$ cat src/rtl/psum_collector.sv
`default_nettype none
// ---------------------------------------------------------------------------
// psum_collector: captures 16-lane cube results as psum feedback or drains them
// one lane per beat on a valid/ready stream. Optional: PSUM_COLLECTOR_RELU_EN.
// Revision: 1.0
// ---------------------------------------------------------------------------
module psum_collector #(
   parameter int LANES  = 16,
   parameter int DATA_W = 32,
   parameter int S1_W   = 21
) (
   input  logic                      i_clk,
   input  logic                      i_rst_n,
   input  logic                      i_clear,
   input  logic                      i_result_valid,
   input  logic                      i_last_tile,
   input  logic                      i_strategy_2_en,
   input  logic [LANES*S1_W-1:0]     i_result_s1,
   input  logic [LANES*DATA_W-1:0]   i_result_s2,
   output logic                      o_in_ready,
   output logic [LANES*DATA_W-1:0]   o_psum,
   output logic                      o_valid,
   output logic [DATA_W-1:0]         o_data,
   output logic [$clog2(LANES)-1:0]  o_lane,
   output logic                      o_last,
   input  logic                      i_ready,
   output logic                      o_drop
);

   localparam int LANE_W = $clog2(LANES);
   localparam logic [LANE_W-1:0] C_LAST_LANE = LANE_W'(LANES - 1);

   typedef enum logic [0:0] {
      IDLE  = 1'b0,
      DRAIN = 1'b1
   } state_t;

   state_t                    state_q, state_d;
   logic [LANE_W-1:0]         lane_q, lane_d;
   logic [LANES*DATA_W-1:0]   psum_q, psum_d;
   logic [LANES*DATA_W-1:0]   outbuf_q, outbuf_d;
   logic                      drop_q, drop_d;

   logic [LANES*DATA_W-1:0]   w_sel;
   logic [LANES*DATA_W-1:0]   w_fin;
   logic [DATA_W-1:0]         w_out_lane [LANES];

   for (genvar k = 0; k < LANES; k++) begin : g_lane
      logic [S1_W-1:0] w_s1;
      assign w_s1 = i_result_s1[k*S1_W +: S1_W];
      assign w_sel[k*DATA_W +: DATA_W] = i_strategy_2_en ? i_result_s2[k*DATA_W +: DATA_W]
                                       : {{(DATA_W-S1_W){w_s1[S1_W-1]}}, w_s1};
`ifdef PSUM_COLLECTOR_RELU_EN
      // ReLU applies only to the drained output, never to the psum feedback
      assign w_fin[k*DATA_W +: DATA_W] = w_sel[k*DATA_W + DATA_W - 1] ? '0
                                       : w_sel[k*DATA_W +: DATA_W];
`else
      assign w_fin[k*DATA_W +: DATA_W] = w_sel[k*DATA_W +: DATA_W];
`endif
      assign w_out_lane[k] = outbuf_q[k*DATA_W +: DATA_W];
   end

   always_ff @(posedge i_clk or negedge i_rst_n) begin
      if (!i_rst_n) begin
         state_q  <= IDLE;
         lane_q   <= '0;
         psum_q   <= '0;
         outbuf_q <= '0;
         drop_q   <= 1'b0;
      end else begin
         state_q  <= state_d;
         lane_q   <= lane_d;
         psum_q   <= psum_d;
         outbuf_q <= outbuf_d;
         drop_q   <= drop_d;
      end
   end

   always_comb begin
      state_d    = state_q;
      lane_d     = lane_q;
      psum_d     = psum_q;
      outbuf_d   = outbuf_q;
      drop_d     = 1'b0;
      o_in_ready = 1'b0;
      o_valid    = 1'b0;
      o_data     = '0;
      o_lane     = lane_q;
      o_last     = 1'b0;

      case (state_q)
         IDLE: begin
            o_in_ready = 1'b1;
            if (i_result_valid && !i_clear) begin
               if (i_last_tile) begin
                  outbuf_d = w_fin;
                  psum_d   = '0;
                  lane_d   = '0;
                  state_d  = DRAIN;
               end else begin
                  psum_d   = w_sel;
               end
            end
         end
         DRAIN: begin
            o_valid = 1'b1;
            o_data  = w_out_lane[lane_q];
            o_last  = (lane_q == C_LAST_LANE);
            drop_d  = i_result_valid && !i_clear;
            if (i_ready && !i_clear) begin
               if (lane_q == C_LAST_LANE) begin
                  lane_d  = '0;
                  state_d = IDLE;
               end else begin
                  lane_d  = lane_q + LANE_W'(1);
               end
            end
         end
         default: state_d = IDLE;
      endcase

      // Clear overrides any capture or beat in the same cycle
      if (i_clear) begin
         psum_d  = '0;
         lane_d  = '0;
         state_d = IDLE;
      end
   end

   assign o_psum = psum_q;
   assign o_drop = drop_q;

endmodule
`default_nettype wire

$ cat config.mk
export PLATFORM = sky130hd
export DESIGN_NAME = psum_collector
export DESIGN_NICKNAME = d
export VERILOG_FILES = /design/src/rtl/psum_collector.sv
export SDC_FILE = /design/constraint.sdc
export NUM_CORES = 2
export LEC_CHECK = 0
export CORE_AREA = 3 3 549 551
export CTS_BUF_LIST = sky130_fd_sc_hd__clkbuf_8
export CTS_CLUSTER_DIAMETER = 30
export DETAILED_ROUTE_END_ITERATION = 8
export DIE_AREA = 0 0 552 554
export GPL_ROUTABILITY_DRIVEN = 0
export PLACE_DENSITY_LB_ADDON = 0.1
export SLEW_MARGIN = 20
export SYNTH_ARGS = -nofsm -noshare
export SYNTH_HDL_FRONTEND = slang
export SYNTH_SLANG_ARGS = --single-unit
$ cat constraint.sdc
create_clock -name i_clk -period 1.69 [get_ports i_clk]
set_clock_uncertainty 0.05 [all_clocks]
set_input_delay 0.169 -clock i_clk [delete_from_list [all_inputs] [get_ports i_clk]]
set_output_delay 0.169 -clock i_clk [all_outputs]
set_load 0.02 [all_outputs]
-- After elaboration in Yosys (flattened, before gate mapping)
Cells that the tools add are included.
- bits of input ports: 855
- bits in writable memories: 0
- latch bits: 0
- memories kept: 0
- register bits after elaboration: 1030
- bits in read-only memories: 0
- output and inout port bits: 552
- reduce and logical (&&, ||, !) cells: 7
- shifts and indexed selects: 0
- bitwise operators: 2
- multipliers: 0
- order comparisons: 1
- eq/ne operators: 5
- multiplexer cells: 40
- $add $sub $neg: 1
- divide/modulo/power cells: 0
- operators with widths (kind ; number):
    2-to-1 mux 512 bit ; 4
    2-to-1 mux 32 bit ; 19
    binary-select mux 32 bit (select 4 bit) ; 1
    2-to-1 mux 4 bit ; 5
    2-to-1 mux 1 bit ; 9
    one-hot mux 4 bit (2 select lines) ; 1
    inequality test 3 bit, second input constant ; 2
    AND reduction 3 bit ; 2
    >= comparator 5 bit, second input constant ; 1
    inverter 4 -> 5 bit ; 1
    adder 4 x 1 -> 4 bit, second input constant ; 1
    == test 4 bit, second input constant ; 1
    inequality test 3 x 2 -> 1 bit, second input constant ; 1
    logical AND 1 bit ; 2
    inequality test 2 bit, second input constant ; 1
    one-hot mux 1 bit (2 select lines) ; 1
    AND reduction 2 bit ; 1
    nonzero test 2 bit ; 1
    zero test 1 bit ; 1
    inverter 1 bit ; 1

-- Logic depth before layout (Yosys ltp)
- depth after elaboration: 5
- mapped depth: 7
- depth with buffers taken out: 5

-- Worst setup path before layout
Ideal clock, no wire load.
- kind: register to output
- start point: register lane_q[0], in the netlist o_lane[0]
- end point: output o_data[6]
- required time: 1.471 ns
- slack: -0.431 ns
- arrival: 1.902 ns
- stages on the path, launching flop included: 8
- path buffers: 3
- path through: dfrtp_1 > buf_2 > buf_4 > buf_4 > mux2i_1 > a22oi_1 > nand2_1 > o21ai_0
- cells in the longest elaborated chain, start to end: 5
- ends and longest elaborated chain (element ; RTL line ; text):
    start, declared ; 39 ; logic [LANE_W-1:0] lane_q, lane_d;
    start signal, assigned ; 72 ; lane_q <= lane_d;
    inverter 4 -> 5 bit (implied by the code) ; 107 ; o_data = w_out_lane[lane_q];
    binary-select mux 32 bit (select 4 bit) ; 107 ;
    2-to-1 mux 32 bit (implied by the code) (2 in a row) ; 107 ;
    2-to-1 mux 32 bit ; 91 ; case (state_q)
    end, declared ; 23 ; output logic [DATA_W-1:0] o_data,
Every way passes these cells. The select of a mux whose other input is x is not followed.

-- Worst setup path in the final report
- start point: register lane_q[0], in the netlist o_lane[0]
- end point: output o_data[13]
The elaborated chain is that of the path after synthesis.

==> results by group <==
Worst setup path
  • CP required: 1.47 ns
  • Worst r2r dst: o_lane[0]$_DFFE_PN0P_
  • CP startpoint kind: flip-flop
  • R2r setup slk: -0.65 ns
  • Critical R2R Launch: o_lane[0]$_DFFE_PN0P_
  • Reg2reg path depth: 12
  • Arrival time at the worst endpoint: 3.20 ns
  • Crit. End Element: output pin
  • Worst Setup Path Type: reg -> out
  • CP Max Fanout: 9

Status
  • Failing checks: negative setup slack
  • Status: complete, but fails checks

Floorplanning
  • Initial Util: 0.1519
  • Core box area: 296800 um^2
  • Row count: 200
  • DIE WIDTH: between 500 and 600 um
  • Die height: 554 um
  • Die area: a little over 300000 um^2
  • Top Ports: around 1.4k

Yosys
  • Number of flops mapped to enable cells by yosys: 0
  • Xor and xnor area share after synthesis: 0
  • Synth Flop Type: dfrtp_1
  • Yosys Warn Count: 0
  • Post-Synth Adder-Cell Area: 0.0002776
  • Post-synthesis register bit count: just over 1k
  • Mapped cell area: 45070 um^2
  • Mux contribution to synthesized area: 0.1285
  • Post-Synthesis Cells: 4464
  • Post-Syn Nets: 5320
  • Area share of and/or/nand/nor cells after synthesis: 0.09467
  • Netlist cell types: 31
  • Post-synth ARST share: 1.000
  • Complex-gate fraction of the synthesized area: 0.1616
  • Main combinational cell family by area after synthesis: compound AO/OA/AOI/OAI gates
  • Syn avg cell area: 10.10 um^2
  • Post-synthesis sequential area ratio: 0.5719

Timing
  • Max-slew violations: 0
  • Unrepaired setup endpoints after global routing: yes
  • Final Hold Viols: 0
  • Fmax: 292.9 MHz
  • Final worst slack: -1.724 ns
  • # setup viols final: ~1.6k
  • Crit share post-route: 2.020
  • Max_slew headroom: 0.2195
  • Setup TNS: -485.14 ns
  • Worst slew pin tran: 1.168 ns
  • Post-layout minimum cycle time: ~3.4 ns

Layout
  • FILL cells: 31.17k
  • Final Instance Count excl. Fillers: 11.95k
  • Most common cell after layout, fill and taps aside: dfrtp_1
  • Final Instance Area: 91110 um^2
  • Final net count: 8593
  • Area growth from synthesis to layout: 102.2%
  • Fraction of layout cells with a size suffix above 1: 0.3093
  • Most frequent cells in the layout: 1012 x dfrtp_1, 921 x buf_4, 852 x clkdlybuf4s50_1

Power and ir drop
  • PwrDens: 1039 nW/um^2
  • Cell internal pwr: 64.92 mW
  • Sequential share of power: 0.334
  • Leakage power: 39.82 nW
  • Switching share of power: 0.3145
  • Psw: 29.78 mW
  • VDD IR max: 0.5345 mV
  • Comb pwr share: 0.219
  • Clock share of power: 0.447

Route
  • DR vias/cell: between 4 and 5
  • DRC marker count from the first detailed-route iteration: roughly 2.4k
  • TritonRoute pass-1 iters: 4
  • Number of nets with antenna violations after routing: 0
  • Vias post-DR: between 40k and 50k
  • Drt total wl: 335000 um
  • # DRC: 0
  • Routed len/inst: 28.02 um

Global routing
  • Grt ovf: 0
  • Largest net degree at the start of global routing: around 90
  • Initial antenna violation count: 31
  • Vias in the first global route: between 50k and 60k
  • First-pass GRT wire length: 441100 um
  • GR Util All Layers: 0.2070

Placed design
  • Cell count after placement: 10.33k
  • Post-DP HPWL: 260800 um
  • Number of port buffers: 1406
  • Placed cell areas: 70860 um^2

Job
  • MaxCap Viol Count: 0

Clock tree
  • Worst-path clk slew: approximately 0.05 ns
  • Clk_lat worst skew: a little under 1 ns
  • CTS tree: done
  • Inserted Clock Buffers: 337
  • Clock tree buffer depth: 4
  • CTS root buffer: clkbuf_8
  • Htree depth: 5
  • CTS Sinks: just over 1k

Hold path
  • Hold Crit Start: i_result_s1[20]
  • Min-delay worst type: in -> reg
  • Hold Path End: outbuf_q[20]$_DFFE_PN0P_
  • WHS Path Cells: 5
==> area by class of cell <==
type	instances	area, um^2	area share
Inverter	2	11.26	0.0001236
Antenna cell	12	30.03	0.0003296
Sequential cell	1030	25800	0.2832
Clock inverter	182	1714	0.01881
Timing Repair Buffer	3297	33720	0.3701
Multi-Input combinational cell	3069	19090	0.2095
Tap cell	3939	4928	0.05410
Clock buffer	423	5822	0.06390
==> metrics by stage <==
step / utilization / worst slack [ns] / hold WS, ns / total power [mW]
after floorplan: - / -0.03991 / -0.1766 / 36.40
final: 0.3070 / -1.724 / 0.1158 / 94.69
after global routing: 0.3069 / -1.867 / 0.01460 / 99.43
after global placement: 0.2388 / -1.220 / 0.03331 / 49.98
after CTS: 0.3022 / -1.937 / 0.002773 / 96.20
after detailed placement: 0.2388 / -1.219 / 0.03046 / 49.86
==> cells by family after synthesis <==
family | Yosys count
AND/OR/NAND/NOR | 1116
adder cells (fa/ha/maj) | 1
multiplexers | 566
AO/OA/AOI/OAI | 1386
flip-flops | 1030
buffers and inverters | 365
==> worst max-delay path by stage <==
| stage | from | endpoint | cells past startpoint |
|---|---|---|---|
| 3_5_place_dp | o_lane[0]$_DFFE_PN0P_ | o_data[20] | 8 |
| 3_3_place_gp | o_lane[0]$_DFFE_PN0P_ | o_data[20] | 8 |
| 2_1_floorplan | o_lane[0]$_DFFE_PN0P_ | o_data[14] | 7 |
| 5_1_grt | o_lane[0]$_DFFE_PN0P_ | o_data[18] | 9 |
| 4_1_cts | o_lane[0]$_DFFE_PN0P_ | o_data[20] | 8 |
| 6_report | o_lane[0]$_DFFE_PN0P_ | o_data[13] | 8 |
==> power groups by stage <==
stage	registers, mW	clock network (mW)	logic (mW)
finish	31.6	42.3	20.8
global route	31.9	45.3	22.3
CTS	31.7	43.7	20.8
detailed placement	31.8	0	18.0
global placement	32.0	0	17.9
floorplan	30.2	0	6.22
==> Yosys cell counts (2+ instances only) <==
cell / count / area, um^2
dfrtp_1: 1030 / 25770
a21oi_1: 706 / 3533
nand2_1: 571 / 2143
mux2i_1: 556 / 5565
nor2_1: 516 / 1937
o21ai_0: 488 / 2442
clkbuf_1: 144 / 540.5
buf_2: 134 / 670.6
a22oi_1: 108 / 810.8
buf_6: 50 / 563.0
o21ai_1: 49 / 245.2
buf_1: 26 / 97.59
o22ai_1: 22 / 137.6
nor2b_1: 18 / 112.6
a221oi_1: 11 / 96.34
mux4_2: 10 / 225.2
buf_4: 7 / 52.55
and2_1: 3 / 18.77
clkbuf_2: 2 / 10.01
inv_1: 2 / 7.510
==> flip-flops by register name (all words and copies together) (netlist names) <==
register,flops
o_drop,1
state_q,1
outbuf_q,512
o_psum,512
o_lane,4
==> worst max-delay path: stages (launching register included) <==
cell	delay (ns)
dfrtp_4	0.52
buf_12	0.17
buf_16	0.16
mux2i_2	0.16
a22oi_2	0.51
buf_12	0.17
nand2_4	0.05
o22ai_4	0.28
buf_12	0.16
==> what timing repair did <==
item / 4_1_cts / 5_1_grt
setup buffers: 120 / 22
resized for setup: 3150 / 227
hold buffers: 825 / 0
hold endpoints to repair: 2046 / 0
setup endpoints to repair: 1539 / 1581
pin swaps: 87 / 95
gates cloned: 14 / 31
==> metal layers <==
| layer | part of all wire | GRT usage |
|---|---|---|
| met5 | 0.00014 | 0 |
| met1 | 0.43 | 0.2597 |
| met3 | 0.063 | 0.05637 |
| met2 | 0.48 | 0.3519 |
| met4 | 0.024 | 0.04713 |
Power figures use the tool's default switching activity.
